File: config.mk
export PLATFORM = sky130hd
export DESIGN_NAME = alocador_vozes_flat
export DESIGN_NICKNAME = d
export VERILOG_FILES = /design/src/rtl/alocador_vozes_if.sv /design/src/rtl/alocador_vozes.sv /design/src/flat_wrapper.sv
export SDC_FILE = /design/constraint.sdc
export NUM_CORES = 1
export LEC_CHECK = 0
export ABC_AREA = 1
export BUFFER_PORTS_ARGS = -buffer_cell sky130_fd_sc_hd__buf_2
export CORE_ASPECT_RATIO = 1.2
export CORE_MARGIN = 10
export CORE_UTILIZATION = 34
export CTS_CLUSTER_SIZE = 16
export DETAILED_ROUTE_END_ITERATION = 16
export PLACE_DENSITY = 0.58
export SLEW_MARGIN = 10
export SYNTH_ARGS = -nofsm -noshare
export SYNTH_HDL_FRONTEND = slang
export SYNTH_SLANG_ARGS = --single-unit
File: constraint.sdc
create_clock -name clk -period 4.6 [get_ports clk]
set_input_delay 0.92 -clock clk [delete_from_list [all_inputs] [get_ports clk]]
set_output_delay 0.92 -clock clk [all_outputs]
set_load 0.005 [all_outputs]
File: src/rtl/alocador_vozes_if.sv
// Keyboard-to-voice bus: key levels in, per-voice key/gate/load strobes out.
interface alocador_vozes_if #(
    parameter int N_KEYS   = 10,
    parameter int N_VOICES = 4,
    parameter int KEY_W    = 4
);
    logic [N_KEYS-1:0]         teclas;
    logic [N_VOICES*KEY_W-1:0] voice_key;
    logic [N_VOICES-1:0]       voice_gate;
    logic [N_VOICES-1:0]       voice_load;
    logic                      steal;
    logic [3:0]                n_active;

    modport master (input teclas, output voice_key, voice_gate, voice_load, steal, n_active);
    modport slave  (output teclas, input voice_key, voice_gate, voice_load, steal, n_active);
endinterface

File: src/rtl/alocador_vozes.sv
// Polyphonic voice allocator: scans one key per cycle, assigns presses to free
// voices (or steals the oldest), and releases the voice holding a released key.
module alocador_voz #(
    parameter int KEY_W   = 4,
    parameter int AGE_W   = 3,
    parameter int AGE_MAX = 3
) (
    input  logic             clk,
    input  logic             rst_n,
    input  logic             sel,
    input  logic             rel,
    input  logic             bump,
    input  logic [KEY_W-1:0] key_in,
    output logic [KEY_W-1:0] key,
    output logic             gate,
    output logic             load,
    output logic [AGE_W-1:0] age
);
    always_ff @(posedge clk or negedge rst_n) begin
        if (!rst_n) begin
            key  <= '0;
            gate <= 1'b0;
            load <= 1'b0;
            age  <= '0;
        end else if (sel) begin
            key  <= key_in;
            gate <= 1'b1;
            load <= 1'b1;
            age  <= '0;
        end else begin
            load <= 1'b0;
            if (rel) gate <= 1'b0;
            // key is kept on release so the release tail keeps its pitch
            if (bump && gate && age != AGE_W'(AGE_MAX)) age <= age + 1'b1;
        end
    end
endmodule

module alocador_vozes #(
    parameter int N_KEYS   = 10,
    parameter int N_VOICES = 4,
    parameter int KEY_W    = 4
) (
    input logic              clk,
    input logic              rst_n,
    alocador_vozes_if.master vif
);
    localparam int AGE_W = 3;

    logic [N_KEYS-1:0]                   key_meta, key_sync, key_prev, prev_nxt;
    logic [KEY_W-1:0]                    scan_idx;
    logic [N_VOICES-1:0][KEY_W-1:0]      vkey;
    logic [N_VOICES-1:0][AGE_W-1:0]      age;
    logic [N_VOICES-1:0]                 gate, load, sel, rel, gate_nxt;
    logic [N_VOICES-1:0]                 free_oh, old_oh;
    logic [AGE_W-1:0]                    old_age;
    logic                                k, p, press, rls, free_hit, steal_nxt;
    logic                                steal_q;
    logic [3:0]                          cnt_nxt, n_active_q;

    always_comb begin
        k        = 1'b0;
        p        = 1'b0;
        prev_nxt = key_prev;
        for (int i = 0; i < N_KEYS; i++) begin
            if (scan_idx == KEY_W'(i)) begin
                k           = key_sync[i];
                p           = key_prev[i];
                prev_nxt[i] = key_sync[i];
            end
        end
        press = k & ~p;
        rls   = ~k & p;

        free_hit = 1'b0;
        free_oh  = '0;
        for (int v = 0; v < N_VOICES; v++) begin
            if (!gate[v] && !free_hit) begin
                free_hit   = 1'b1;
                free_oh[v] = 1'b1;
            end
        end
        // strict compare keeps ties on the lowest index
        old_oh    = '0;
        old_oh[0] = 1'b1;
        old_age   = age[0];
        for (int v = 1; v < N_VOICES; v++) begin
            if (age[v] > old_age) begin
                old_age   = age[v];
                old_oh    = '0;
                old_oh[v] = 1'b1;
            end
        end

        sel       = '0;
        steal_nxt = 1'b0;
        if (press) begin
            if (free_hit) begin
                sel = free_oh;
            end else begin
                sel       = old_oh;
                steal_nxt = 1'b1;
            end
        end
        rel = '0;
        if (rls) begin
            for (int v = 0; v < N_VOICES; v++)
                if (gate[v] && vkey[v] == scan_idx) rel[v] = 1'b1;
        end

        gate_nxt = (gate & ~rel) | sel;
        cnt_nxt  = '0;
        for (int v = 0; v < N_VOICES; v++) cnt_nxt = cnt_nxt + {3'b000, gate_nxt[v]};
    end

    always_ff @(posedge clk or negedge rst_n) begin
        if (!rst_n) begin
            key_meta   <= '0;
            key_sync   <= '0;
            key_prev   <= '0;
            scan_idx   <= '0;
            steal_q    <= 1'b0;
            n_active_q <= '0;
        end else begin
            key_meta   <= vif.teclas;
            key_sync   <= key_meta;
            key_prev   <= prev_nxt;
            scan_idx   <= (scan_idx == KEY_W'(N_KEYS-1)) ? '0 : scan_idx + 1'b1;
            steal_q    <= steal_nxt;
            n_active_q <= cnt_nxt;
        end
    end

    for (genvar v = 0; v < N_VOICES; v++) begin : g_voz
        alocador_voz #(.KEY_W(KEY_W), .AGE_W(AGE_W), .AGE_MAX(N_VOICES-1)) u_voz (
            .clk    (clk),
            .rst_n  (rst_n),
            .sel    (sel[v]),
            .rel    (rel[v]),
            .bump   (press),
            .key_in (scan_idx),
            .key    (vkey[v]),
            .gate   (gate[v]),
            .load   (load[v]),
            .age    (age[v])
        );
    end

    assign vif.voice_key  = vkey;
    assign vif.voice_gate = gate;
    assign vif.voice_load = load;
    assign vif.steal      = steal_q;
    assign vif.n_active   = n_active_q;
endmodule

File: src/flat_wrapper.sv
// flat-port wrapper written by rule: the top's interface ports become plain ports
module alocador_vozes_flat 
#(
    parameter int N_KEYS   = 10,
    parameter int N_VOICES = 4,
    parameter int KEY_W    = 4
)
  (clk, rst_n, vif_teclas, vif_voice_key, vif_voice_gate, vif_voice_load, vif_steal, vif_n_active);
  alocador_vozes_if #(.N_KEYS(N_KEYS), .N_VOICES(N_VOICES), .KEY_W(KEY_W)) vif_i ();
  input logic clk;
  input logic rst_n;
  input wire logic [$bits(vif_i.teclas)-1:0] vif_teclas;
  output wire logic [$bits(vif_i.voice_key)-1:0] vif_voice_key;
  output wire logic [$bits(vif_i.voice_gate)-1:0] vif_voice_gate;
  output wire logic [$bits(vif_i.voice_load)-1:0] vif_voice_load;
  output wire logic [$bits(vif_i.steal)-1:0] vif_steal;
  output wire logic [$bits(vif_i.n_active)-1:0] vif_n_active;
  assign vif_i.teclas = vif_teclas;
  assign vif_voice_key = vif_i.voice_key;
  assign vif_voice_gate = vif_i.voice_gate;
  assign vif_voice_load = vif_i.voice_load;
  assign vif_steal = vif_i.steal;
  assign vif_n_active = vif_i.n_active;
  alocador_vozes #(.N_KEYS(N_KEYS), .N_VOICES(N_VOICES), .KEY_W(KEY_W)) u_core (.clk(clk), .rst_n(rst_n), .vif(vif_i));
endmodule
==> out/qor.yml, run 1 <==
status: "complete, no violations"
dieArea_um2: 15500
rsz0062_at_grt: "no"
cpMostUsedCell: "nand2_1"
via_count: 2903
die_w_um: 115
die_y_um: 135
path_class: "flop to flop"
root_buffer: "clkbuf_16"
drive_gt1_share_pct: 18.3
crit_family: "adder cells"
grt_pass1_vias: 2918
grt_use_total_pct: 11.6
coreArea_um2: 10600
period_share_pct: 92.0
area_delta_synth_final_pct: 16.2
synth_ff_type: "dfrtp_1"
route.met2.wl_um: 4270
synth_edf_count: 0
dr.pass1.iters: 4
wl_per_cell_um: 14.5
fin_tns_setup_ns: 0
fmax_ghz: 0.236
cts_made_buffers: 9
grt_pass1_wl_um: 14300
num_antenna_cells: 0
power_density_nw_per_um2: 764
clockBufferDepth: 2
maxUsedRoutingLayer: "met4"
antenna_found_initial: 0
worst_path_largest_cell_delay_ns: 0.40
slowest_stage: "fa_1"
placementRows: 41
htreeDepth: 3
synth-seq-area-share_pct: 49.8
async_flop_share_pct: 100
fin_nets: 487
gp_congestion: 0.788
final_common_cell: "nand2_1"
ctsHoldBuffers: 0
clock_sinks: 74
avgViaCountPerCell: 4.93
regArea_um2: 1850
startpoint_type: "flop"
syn_avg_cell_area_um2: 8.94
crit_buf_inv: 2
cp-end-kind: "flop"
met1Wirelength_um: 3680
drt_iter0_drc: 120
crit_arrival_ns: 4.45
critical_path.max_fanout: 6
setup_viol: 0
route.detailed.drc: 0
mostFrequentLayoutCells: "114 x nand2_1, 74 x dfrtp_1, 38 x buf_2"
multi_input_area_um2: 1570
clk_pin_slew_ns: 0.06
worst_pin_slew_ns: 0.932
hpwlAfterDp_um: 6150
peakVddDrop_mv: 0.405
cts_tree: "yes"
finalWirelength_um: 8560
syn_area_um2: 3720
route.met3.wl_um: 437
fill_cells: 1055
fin_skew_ns: 0.0115
ioPinCount: 41
hold_path_class: "flop to flop"
synth_nets: 448
grt_start_max_net_pins: 75
clk_latency_ns: 0.33
placement.io_buffers: 39
syn_inst: 416
hold_viol_final: 0
yosys_warnings: 0
ys_types: 37
max-cap-violations: 0
slew_viol_final: 0
synth_seq_cells: 74
start_util_pct: 35.0
gr-total-overflow: 0
detail-route-antenna-nets: 0
p_leak_uw: 0.00223
required_ns: 4.81
p_total_uw: 3300
min_period_ns: 4.23
maxSlewHeadroom_pct: 37.9
## through the flow
stage	cells	hold WS (ns)	setup WS (ns)	cell area, um^2	util [%]
after floorplan	416	0.331	0.286	3720	-
after global placement	572	0.332	0.311	3980	37.5
after detailed placement	572	0.335	0.0857	3980	37.5
after CTS	588	0.342	0.0433	4300	40.5
after global routing	589	0.350	0.000193	4320	40.7
final	589	0.343	0.370	4320	40.7
## cells by family (layout without fill, tap and decap cells)
group / count (synthesis) / in the layout / share of synthesized area [%]
XOR/XNOR: 9 / 9 / 2.12
AO/OA/AOI/OAI: 39 / 39 / 6.02
buffers and inverters: 58 / 102 / 8.15
AND/OR/NAND/NOR: 215 / 215 / 26.9
adder cells (fa/ha/maj): 20 / 20 / 6.93
flip-flops: 74 / 74 / 49.8
other: 1 / 1 / 0.101
## what timing repair did
item	CTS	global route
setup buffers	0	1
endpoints found under the hold margin	0	0
resized for setup	0	5
setup endpoints to repair	0	3
## cells in the mapped netlist, types with 3 or more instances
master / n / area [um^2]
nand3_2: 6 / 60.1
nand3_1: 16 / 80.1
xnor2_1: 5 / 43.8
buf_6: 4 / 45.0
nor2_2: 5 / 31.3
nor2_1: 31 / 116
dfrtp_1: 74 / 1850
nand4_1: 33 / 206
inv_2: 3 / 11.3
xor2_1: 4 / 35.0
inv_1: 34 / 128
nand2_1: 116 / 435
buf_4: 12 / 90.1
o21ai_0: 20 / 100
ha_1: 19 / 238
a21oi_1: 7 / 35.0
## area by class of cell
class	count	area share, %
multi-input cells	284	36.4
clock inverters	4	1.74
well taps	129	3.74
clock buffers	12	5.71
flip-flops and latches	74	42.9
inverters	39	3.56
repair buffers	47	5.97
## flip-flops by register name (all words and copies together) (netlist names)
name	count
u_core.key_meta	10
u_core.key_sync	10
u_core.g_voz.u_voz.age	12
u_core.g_voz.u_voz.key	16
u_core.vif.steal	1
u_core.g_voz.u_voz.gate	4
u_core.g_voz.u_voz.load	4
u_core.vif.n_active	3
u_core.scan_idx	4
u_core.key_prev	10
## worst paths after layout
kind / startpoint / depth (start not counted) / end / slack (ns)
max in group asynchronous: rst_n / 1 / u_core.g_voz[1].u_voz.key[3]$_DFFE_PN0P_ / 3.26
min reg2reg: u_core.key_meta[8]$_DFF_PN0_ / 0 / u_core.key_sync[8]$_DFF_PN0_ / 0.34
max: u_core.g_voz[0].u_voz.age[2]$_DFFE_PN0P_ / 25 / u_core.vif.n_active[1]$_DFF_PN0_ / 0.37
min: u_core.key_meta[8]$_DFF_PN0_ / 0 / u_core.key_sync[8]$_DFF_PN0_ / 0.34
min in group asynchronous: rst_n / 1 / u_core.key_sync[8]$_DFF_PN0_ / 0.73
max reg2reg: u_core.g_voz[0].u_voz.age[2]$_DFFE_PN0P_ / 25 / u_core.vif.n_active[1]$_DFF_PN0_ / 0.37
## per-layer routing
layer	global-route usage (%)	vias to the layer above
met5	0	-
met4	4.23	0
met3	3.32	14
met2	19.1	56
met1	13.9	1384
li1	-	1449
## report_power, final
part | internal (uW) | switching [uW] | total (uW)
Sequential | 812 | 145 | 956
Clock | 490 | 269 | 759
Combinational | 642 | 942 | 1580
Total | 1940 | 1360 | 3300
Note: power is estimated with default switching activity, not from simulation.
==> inputs of run 2 (changes only) <==
--- a/config.mk
+++ b/config.mk
@@ -5,7 +5,6 @@
 export SDC_FILE = /design/constraint.sdc
 export NUM_CORES = 1
 export LEC_CHECK = 0
-export ABC_AREA = 1
 export BUFFER_PORTS_ARGS = -buffer_cell sky130_fd_sc_hd__buf_2
 export CORE_ASPECT_RATIO = 1.2
 export CORE_MARGIN = 10
==> run 2 against run 1 <==
Cell area fell by 0.12%. Die area rose by 0.40%. Clock-buffer cell count fell by 3. Fmax fell by 3.6%. Via count fell by 10%. Combinational power fell by 26%. Clock power fell by 1%. Largest power group unchanged. Synthesized cell count fell by 21%.
==> out/qor.yml, run 2 <==
drive_gt1_share_pct: 25.0  # +6.7 points
post_cts_buffers: 0  # unchanged
wl_per_cell_um: 16.5  # +14%
drt_iter0_drc: 130  # +8.3%
cp-end-kind: "flop"
fin_tns_setup_ns: 0  # unchanged
root_buffer: "clkbuf_16"
largest_reg_flops: 16  # unchanged
rsz0062_at_grt: "no"
final_common_cell: "dfrtp_1"
dr.pass1.iters: 4  # unchanged
mostFrequentLayoutCells: "74 x dfrtp_1, 38 x buf_2, 23 x inv_1, 23 x o21ai_0"
period_share_pct: 95.4  # +3.5 points
htreeDepth: 3  # unchanged
synth-seq-area-share_pct: 49.6  # -0.23 points
synth_top_cells_by_count: "74 x dfrtp_1, 24 x o21ai_0, 23 x inv_1, 19 x a21oi_1, 19 x ha_1"
power_frac_clock_pct: 26.0  # +3.0 points
yosys-top-cells-area: "dfrtp_1 50%, ha_1 6.4%, mux2_2 4.5%"
max-cap-violations: 0  # unchanged
power_frac_seq_pct: 33.3  # +4.3 points
worst_pin_slew_ns: 0.922  # -0.00977 ns
p_leak_uw: 0.00195  # -13%
critical_path.max_fanout: 5  # -1
finalWirelength_um: 8210  # -4.1%
cts_made_buffers: 9  # unchanged
hold_viol_final: 0  # unchanged
ys_types: 58  # +57%
route.detailed.drc: 0  # unchanged
worst_path_largest_cell_delay_ns: 0.57  # +0.17 ns
syn_avg_cell_area_um2: 11.4  # +27%
placement.io_buffers: 39  # unchanged
slowest_stage: "or4b_4"
syn_area_um2: 3730  # +0.47%
start_util_pct: 35.2  # +0.16 points
fmax_ghz: 0.228  # -3.6%
detail-route-antenna-nets: 0  # unchanged
hold_path_class: "flop to flop"
gr-total-overflow: 0  # unchanged
syn_inst: 328  # -21%
synth_nets: 360  # -20%
power.switching_uw: 1040  # -23%
grt_use_total_pct: 11.2  # -0.40 points
synth_top_area_share_pct: 49.6  # -0.23 points
async_flop_share_pct: 100  # unchanged
peakVddDrop_mv: 0.244  # -40%
fin_util_pct: 40.6  # -0.047 points
hpwlAfterDp_um: 5890  # -4.2%
synth_seq_cells: 74  # unchanged
worstHoldPathCells: 0  # unchanged
fin_nets: 395  # -19%
num_antenna_cells: 0  # unchanged
die_y_um: 135  # +0.20%
synth_edf_count: 0  # unchanged
area_delta_synth_final_pct: 15.5
path_cells: "inv_1 > ha_1 > nand2_1 > o21ai_2 > and2_4 > mux2_2 > ha_1 > nand3b_1 > a32oi_1 > mux2_2 > ha_1 > a211oi_2 > o21ai_1 > or4b_4 > a21o_2 > mux2_2"
grt_pass1_vias: 2656  # -9.0%
grt_pass1_wl_um: 13600  # -5.4%
clk_latency_ns: 0.34  # about the same
pwr-share-comb_pct: 40.7  # -7.3 points
clock_sinks: 74  # unchanged
maxSlewHeadroom_pct: 38.5  # +0.65 points
min_period_ns: 4.39  # +0.160 ns
ioPinCount: 41  # unchanged
path_class: "flop to flop"
startpoint_type: "flop"
crit_arrival_ns: 4.62  # +0.17 ns
antenna_found_initial: 0  # unchanged
swShare_pct: 36.2  # -4.9 points
dieArea_um2: 15600  # +0.40%
cts_tree: "yes"
yosysMostFrequentCell: "dfrtp_1"
die_w_um: 116  # +0.19%
largest-register: "u_core.g_voz.u_voz.key"
p_int_uw: 1840  # -5.4%
grt_start_max_net_pins: 75  # unchanged
r2r_cells: 16  # -36%
slew_viol_final: 0  # unchanged
multi_input_area_um2: 1670  # +6.3%
regArea_um2: 1850  # unchanged
setup_viol: 0  # unchanged
avgViaCountPerCell: 5.25  # +6.4%
required_ns: 4.83  # +0.02 ns
power_density_nw_per_um2: 668  # -13%
synth_area_leader_cell: "dfrtp_1"
gp_congestion: 0.781  # -0.85%
yosys_warnings: 0  # unchanged
clockBufferDepth: 2  # unchanged
reg_top3: "u_core.g_voz.u_voz.key: 16 flops, u_core.g_voz.u_voz.age: 12 flops"
fill_cells: 1019  # -3.4%
coreArea_um2: 10600  # unchanged
via_count: 2607  # -10%
placementRows: 41  # unchanged
clk_pin_slew_ns: 0.06  # about the same
fin_skew_ns: 0.00520  # -0.00633 ns
synth_ff_type: "dfrtp_1"
status: "complete, no violations"
## run 2: changes by cell type after synthesis, moves of 6 or more
cell / previous run / this run
nand3_1: 16 / 7
mux2_2: 0 / 15
inv_1: 34 / 23
nor2_1: 31 / 14
nand2b_1: 0 / 7
a21oi_1: 7 / 19
nand4_1: 33 / 4
nand2_1: 116 / 18
o2bb2ai_1: 0 / 6
xnor2_1: 5 / 17
nand3_2: 6 / 0
## run 2: routing by layer
metal	global-route usage [%]	wire length [um]	vias up
met2	18.8	4170	65
met1	12.9	3470	1286
met3	2.66	361	17
met5	0	0	-
li1	-	-	1239
met4	5.85	216	0
## run 2: final timing paths
path	start	end	slack, ns
max in group asynchronous	rst_n	u_core.g_voz[1].u_voz.age[0]$_DFFE_PN0P_	3.29
worst min register to register	u_core.key_meta[3]$_DFF_PN0_	u_core.key_sync[3]$_DFF_PN0_	0.35
worst max register to register	u_core.g_voz[0].u_voz.age[2]$_DFFE_PN0P_	u_core.g_voz[1].u_voz.key[3]$_DFFE_PN0P_	0.21
min in group asynchronous	rst_n	u_core.key_meta[8]$_DFF_PN0_	0.71
worst max-delay path	u_core.g_voz[0].u_voz.age[2]$_DFFE_PN0P_	u_core.g_voz[1].u_voz.key[3]$_DFFE_PN0P_	0.21
worst min-delay path	u_core.key_meta[3]$_DFF_PN0_	u_core.key_sync[3]$_DFF_PN0_	0.35
## run 2: area by class of cell
| class | instances | share of cell area, % |
|---|---|---|
| flip-flops and latches | 74 | 42.9 |
| multi-input cells | 212 | 38.7 |
| clock buffers | 9 | 5.22 |
| repair buffers | 42 | 5.11 |
| well taps | 129 | 3.74 |
| clock inverters | 7 | 2.18 |
| inverters | 24 | 2.09 |
## run 2: kinds of logic (layout without fill, tap and decap cells)
| group | count (synthesis) | in the layout | synth area share, % |
|---|---|---|---|
| AO/OA/AOI/OAI | 81 | 81 | 15.5 |
| flip-flops | 74 | 74 | 49.6 |
| AND/OR/NAND/NOR | 70 | 70 | 9.85 |
| buffers and inverters | 42 | 82 | 6.00 |
| multiplexers | 23 | 23 | 8.11 |
| adder cells (fa/ha/maj) | 20 | 20 | 6.90 |
| XOR/XNOR | 17 | 17 | 3.99 |
| other | 1 | 1 | 0.100 |
## run 2: per-stage QoR
| stage | cells | setup slack (ns) | power (uW) | instance area (um^2) | hold WS [ns] |
|---|---|---|---|---|---|
| after floorplan | 328 | 0.290 | 1780 | 3730 | 0.331 |
| after global placement | 481 | 0.292 | 2080 | 3980 | 0.332 |
| after detailed placement | 481 | 0.198 | 2130 | 3980 | 0.335 |
| after CTS | 497 | 0.127 | 2900 | 4300 | 0.347 |
| after global routing | 497 | 0.00577 | 3120 | 4310 | 0.352 |
| final | 497 | 0.210 | 2880 | 4310 | 0.346 |
## run 2: power groups by stage
stage / clock network, uW / registers (uW) / logic [uW]
after floorplan: 0 / 941 / 838
after global placement: 0 / 971 / 1110
after detailed placement: 0 / 974 / 1150
after CTS: 766 / 963 / 1170
after global routing: 796 / 985 / 1340
final: 748 / 960 / 1170
## run 2: worst max-delay path, delay by kind of cell (launching register included)
kind / cells / cell delay, ns
AOI/OAI and AO/OA: 5 / 1.05
adders and majority gates: 3 / 0.80
buffers and inverters: 1 / 0.08
DFF: 1 / 0.34
muxes: 3 / 0.98
and+or+nand+nor: 4 / 1.02
## run 2: timing repair
action | CTS | global route
hold buffers | 0 | 0
resized for setup | 0 | 4
setup endpoints to repair | 0 | 10
==> inputs of run 3 (changes only) <==
--- a/config.mk
+++ b/config.mk
@@ -11,7 +11,7 @@
 export CORE_UTILIZATION = 34
 export CTS_CLUSTER_SIZE = 16
 export DETAILED_ROUTE_END_ITERATION = 16
-export PLACE_DENSITY = 0.58
+export PLACE_DENSITY = 0.56
 export SLEW_MARGIN = 10
 export SYNTH_ARGS = -nofsm -noshare
 export SYNTH_HDL_FRONTEND = slang
==> constraint.sdc (replaced) <==
create_clock -name clk -period 4.38 [get_ports clk]
set_input_delay 0.876 -clock clk [delete_from_list [all_inputs] [get_ports clk]]
set_output_delay 0.876 -clock clk [all_outputs]
set_load 0.005 [all_outputs]
==> run 3 against run 2 <==
First-iteration DRC count shrank 5.4%. Hold slack hardly changed. Clock-buffer cell count increased by 4. Cell area grew 3.2%. Die area unchanged. Clock skew up 0.0024 ns. Cell count up 2.4%. Via count is 0.38% higher. Largest power group unchanged.
==> out/qor.yml, run 3 (synthesized netlist as in run 2, its figures left out) <==
reg_top3: "u_core.g_voz.u_voz.key: 16 flops, u_core.g_voz.u_voz.age: 12 flops"
die_y_um: 135  # unchanged
worstHoldPathCells: 0  # unchanged
post_dp_cell_area_um2: 4030  # +1.1%
worst_pin_slew_ns: 0.911  # -0.0115 ns
required_ns: 4.60  # -0.23 ns
grt_pass1_vias: 2722  # +2.5%
num_antenna_cells: 0  # unchanged
mostFrequentLayoutCells: "74 x dfrtp_1, 38 x buf_2, 23 x o21ai_0"
status: "complete, no violations"
setup_viol: 0  # unchanged
power_frac_seq_pct: 31.5  # -1.8 points
r2r-end: "u_core.g_voz[1].u_voz.key[3]$_DFFE_PN0P_"
hold_end: "u_core.key_sync[8]$_DFF_PN0_"
ioPinCount: 41  # unchanged
cts_tree: "yes"
slew_viol_final: 0  # unchanged
timing.rr.start: "u_core.g_voz[0].u_voz.age[2]$_DFFE_PN0P_"
gp_congestion: 0.777  # -0.60%
placement.io_buffers: 39  # unchanged
crit_arrival_ns: 4.49  # -0.13 ns
startpoint_type: "flop"
min_from: "u_core.key_meta[8]$_DFF_PN0_"
critical_path.max_fanout: 5  # unchanged
peakVddDrop_mv: 0.284  # +17%
worst_path_largest_cell_delay_ns: 0.59  # +0.02 ns
hold_viol_final: 0  # unchanged
cp-end-kind: "flop"
ctsHoldBuffers: 0  # unchanged
avgViaCountPerCell: 5.14  # -2.0%
via_count: 2617  # +0.38%
fmax_ghz: 0.234  # +2.9%
fin_nets: 407  # +3.0%
setup_slack_ns: 0.112  # -0.0981 ns
drt_iter0_drc: 123  # -5.4%
largest-register: "u_core.g_voz.u_voz.key"
maxSlewHeadroom_pct: 39.3  # +0.77 points
drive_gt1_share_pct: 28.9  # +3.9 points
hold_path_class: "flop to flop"
detail-route-antenna-nets: 0  # unchanged
finalWirelength_um: 8390  # +2.2%
dr.pass1.iters: 4  # unchanged
die_w_um: 116  # unchanged
pwr-share-comb_pct: 45.2  # +4.5 points
cts_made_buffers: 9  # unchanged
coreArea_um2: 10600  # unchanged
swShare_pct: 36.1  # -0.073 points
clk_latency_ns: 0.34  # about the same
path_cells: "inv_2 > ha_4 > nand2_1 > o21ai_2 > and2_4 > mux2_4 > ha_1 > nand3b_1 > a32oi_2 > mux2_2 > ha_4 > a211oi_2 > o21ai_2 > or4b_4 > a21o_4 > mux2_2"
grt_start_max_net_pins: 75  # unchanged
root_buffer: "clkbuf_16"
pre_cts_slack_ns: -0.107  # -0.304 ns
gr-total-overflow: 0  # unchanged
antenna_found_initial: 0  # unchanged
start_util_pct: 35.2  # unchanged
clock_sinks: 74  # unchanged
p_int_uw: 2060  # +12%
wl_per_cell_um: 16.5  # -0.22%
r2r_cells: 16  # unchanged
htreeDepth: 3  # unchanged
rrSetupSlack_ns: 0.11  # -0.10 ns
clockBufferDepth: 2  # unchanged
path_class: "flop to flop"
grt_use_total_pct: 11.2  # +0.061 points
max-cap-violations: 0  # unchanged
min_period_ns: 4.27  # -0.122 ns
largest_reg_flops: 16  # unchanged
period_share_pct: 97.4  # +2.0 points
placementRows: 41  # unchanged
power_density_nw_per_um2: 724  # +8.4%
fin_skew_ns: 0.00761  # +0.00241 ns
final_common_cell: "dfrtp_1"
dieArea_um2: 15600  # unchanged
fin_area_um2: 4450  # +3.2%
area_delta_synth_final_pct: 19.1
hpwlAfterDp_um: 5910  # +0.23%
slowest_stage: "or4b_4"
clk_pin_slew_ns: 0.06  # about the same
route.detailed.drc: 0  # unchanged
grt_pass1_wl_um: 13900  # +2.2%
power_frac_clock_pct: 23.3  # -2.7 points
p_leak_uw: 0.00201  # +3.0%
power.switching_uw: 1160  # +12%
## run 3: timing repair
| action | 4_1_cts | 5_1_grt |
|---|---|---|
| resized for setup | 4 | 10 |
| buffers inserted | 1 | 6 |
| endpoints found under the setup margin | 10 | 17 |
| pin swaps | 3 | 10 |
## run 3: area by class of cell
| type | instances | area [um^2] |
|---|---|---|
| inverter | 24 | 90.1 |
| multi-input combinational | 212 | 1730 |
| tap | 129 | 161 |
| clock inverter | 3 | 46.3 |
| sequential | 74 | 1850 |
| fill | 974 | 6170 |
| clock buffer | 13 | 260 |
| timing repair buffer | 54 | 310 |
## run 3: per-stage QoR
stage	hold WS, ns	power, uW	setup TNS (ns)	util (%)	cells
2_1_floorplan	0.331	1870	0	-	328
3_3_place_gp	0.331	2240	0	37.9	487
3_5_place_dp	0.335	2280	-0.424	37.9	487
4_1_cts	0.347	3130	0	41.0	504
5_1_grt	0.349	3490	-0.153	41.9	509
6_report	0.346	3220	0	41.9	509
## run 3: worst max-delay path, delay by kind of cell (launching register included)
| family | cells | cell delay [ns] |
|---|---|---|
| adder cells (fa/ha/maj) | 3 | 0.68 |
| flip-flops | 1 | 0.37 |
| multiplexers | 3 | 0.96 |
| buffers and inverters | 1 | 0.07 |
| AO/OA/AOI/OAI | 5 | 1.02 |
| AND/OR/NAND/NOR | 4 | 1.04 |
## run 3: power groups by stage
stage | sequential, uW | combinational, uW | clock (uW)
global placement | 1020 | 1230 | 0
CTS | 1010 | 1350 | 767
global route | 1040 | 1650 | 794
detailed placement | 1020 | 1260 | 0
floorplan | 988 | 880 | 0
finish | 1010 | 1460 | 751
## run 3: per-layer routing
| layer | share of wire (%) | global-route usage [%] |
|---|---|---|
| met2 | 51 | 18.8 |
| met3 | 3.9 | 2.79 |
| met4 | 0.86 | 4.74 |
| met1 | 45 | 13.4 |
| met5 | 0 | 0 |
## run 3: worst max path at each step
stage / depth (start not counted) / start / slack [ns] / end
after global placement: 16 / u_core.g_voz[0].u_voz.age[2]$_DFFE_PN0P_ / 0.07 / u_core.g_voz[1].u_voz.key[3]$_DFFE_PN0P_
after detailed placement: 16 / u_core.g_voz[0].u_voz.age[2]$_DFFE_PN0P_ / -0.11 / u_core.g_voz[1].u_voz.key[3]$_DFFE_PN0P_
final: 16 / u_core.g_voz[0].u_voz.age[2]$_DFFE_PN0P_ / 0.11 / u_core.g_voz[1].u_voz.key[3]$_DFFE_PN0P_
after global routing: 15 / u_core.g_voz[1].u_voz.age[2]$_DFFE_PN0P_ / -0.05 / u_core.g_voz[1].u_voz.key[0]$_DFFE_PN0P_
after floorplan: 16 / u_core.g_voz[0].u_voz.age[2]$_DFFE_PN0P_ / 0.07 / u_core.g_voz[1].u_voz.key[0]$_DFFE_PN0P_
after CTS: 16 / u_core.g_voz[0].u_voz.age[2]$_DFFE_PN0P_ / 0.03 / u_core.g_voz[1].u_voz.key[3]$_DFFE_PN0P_
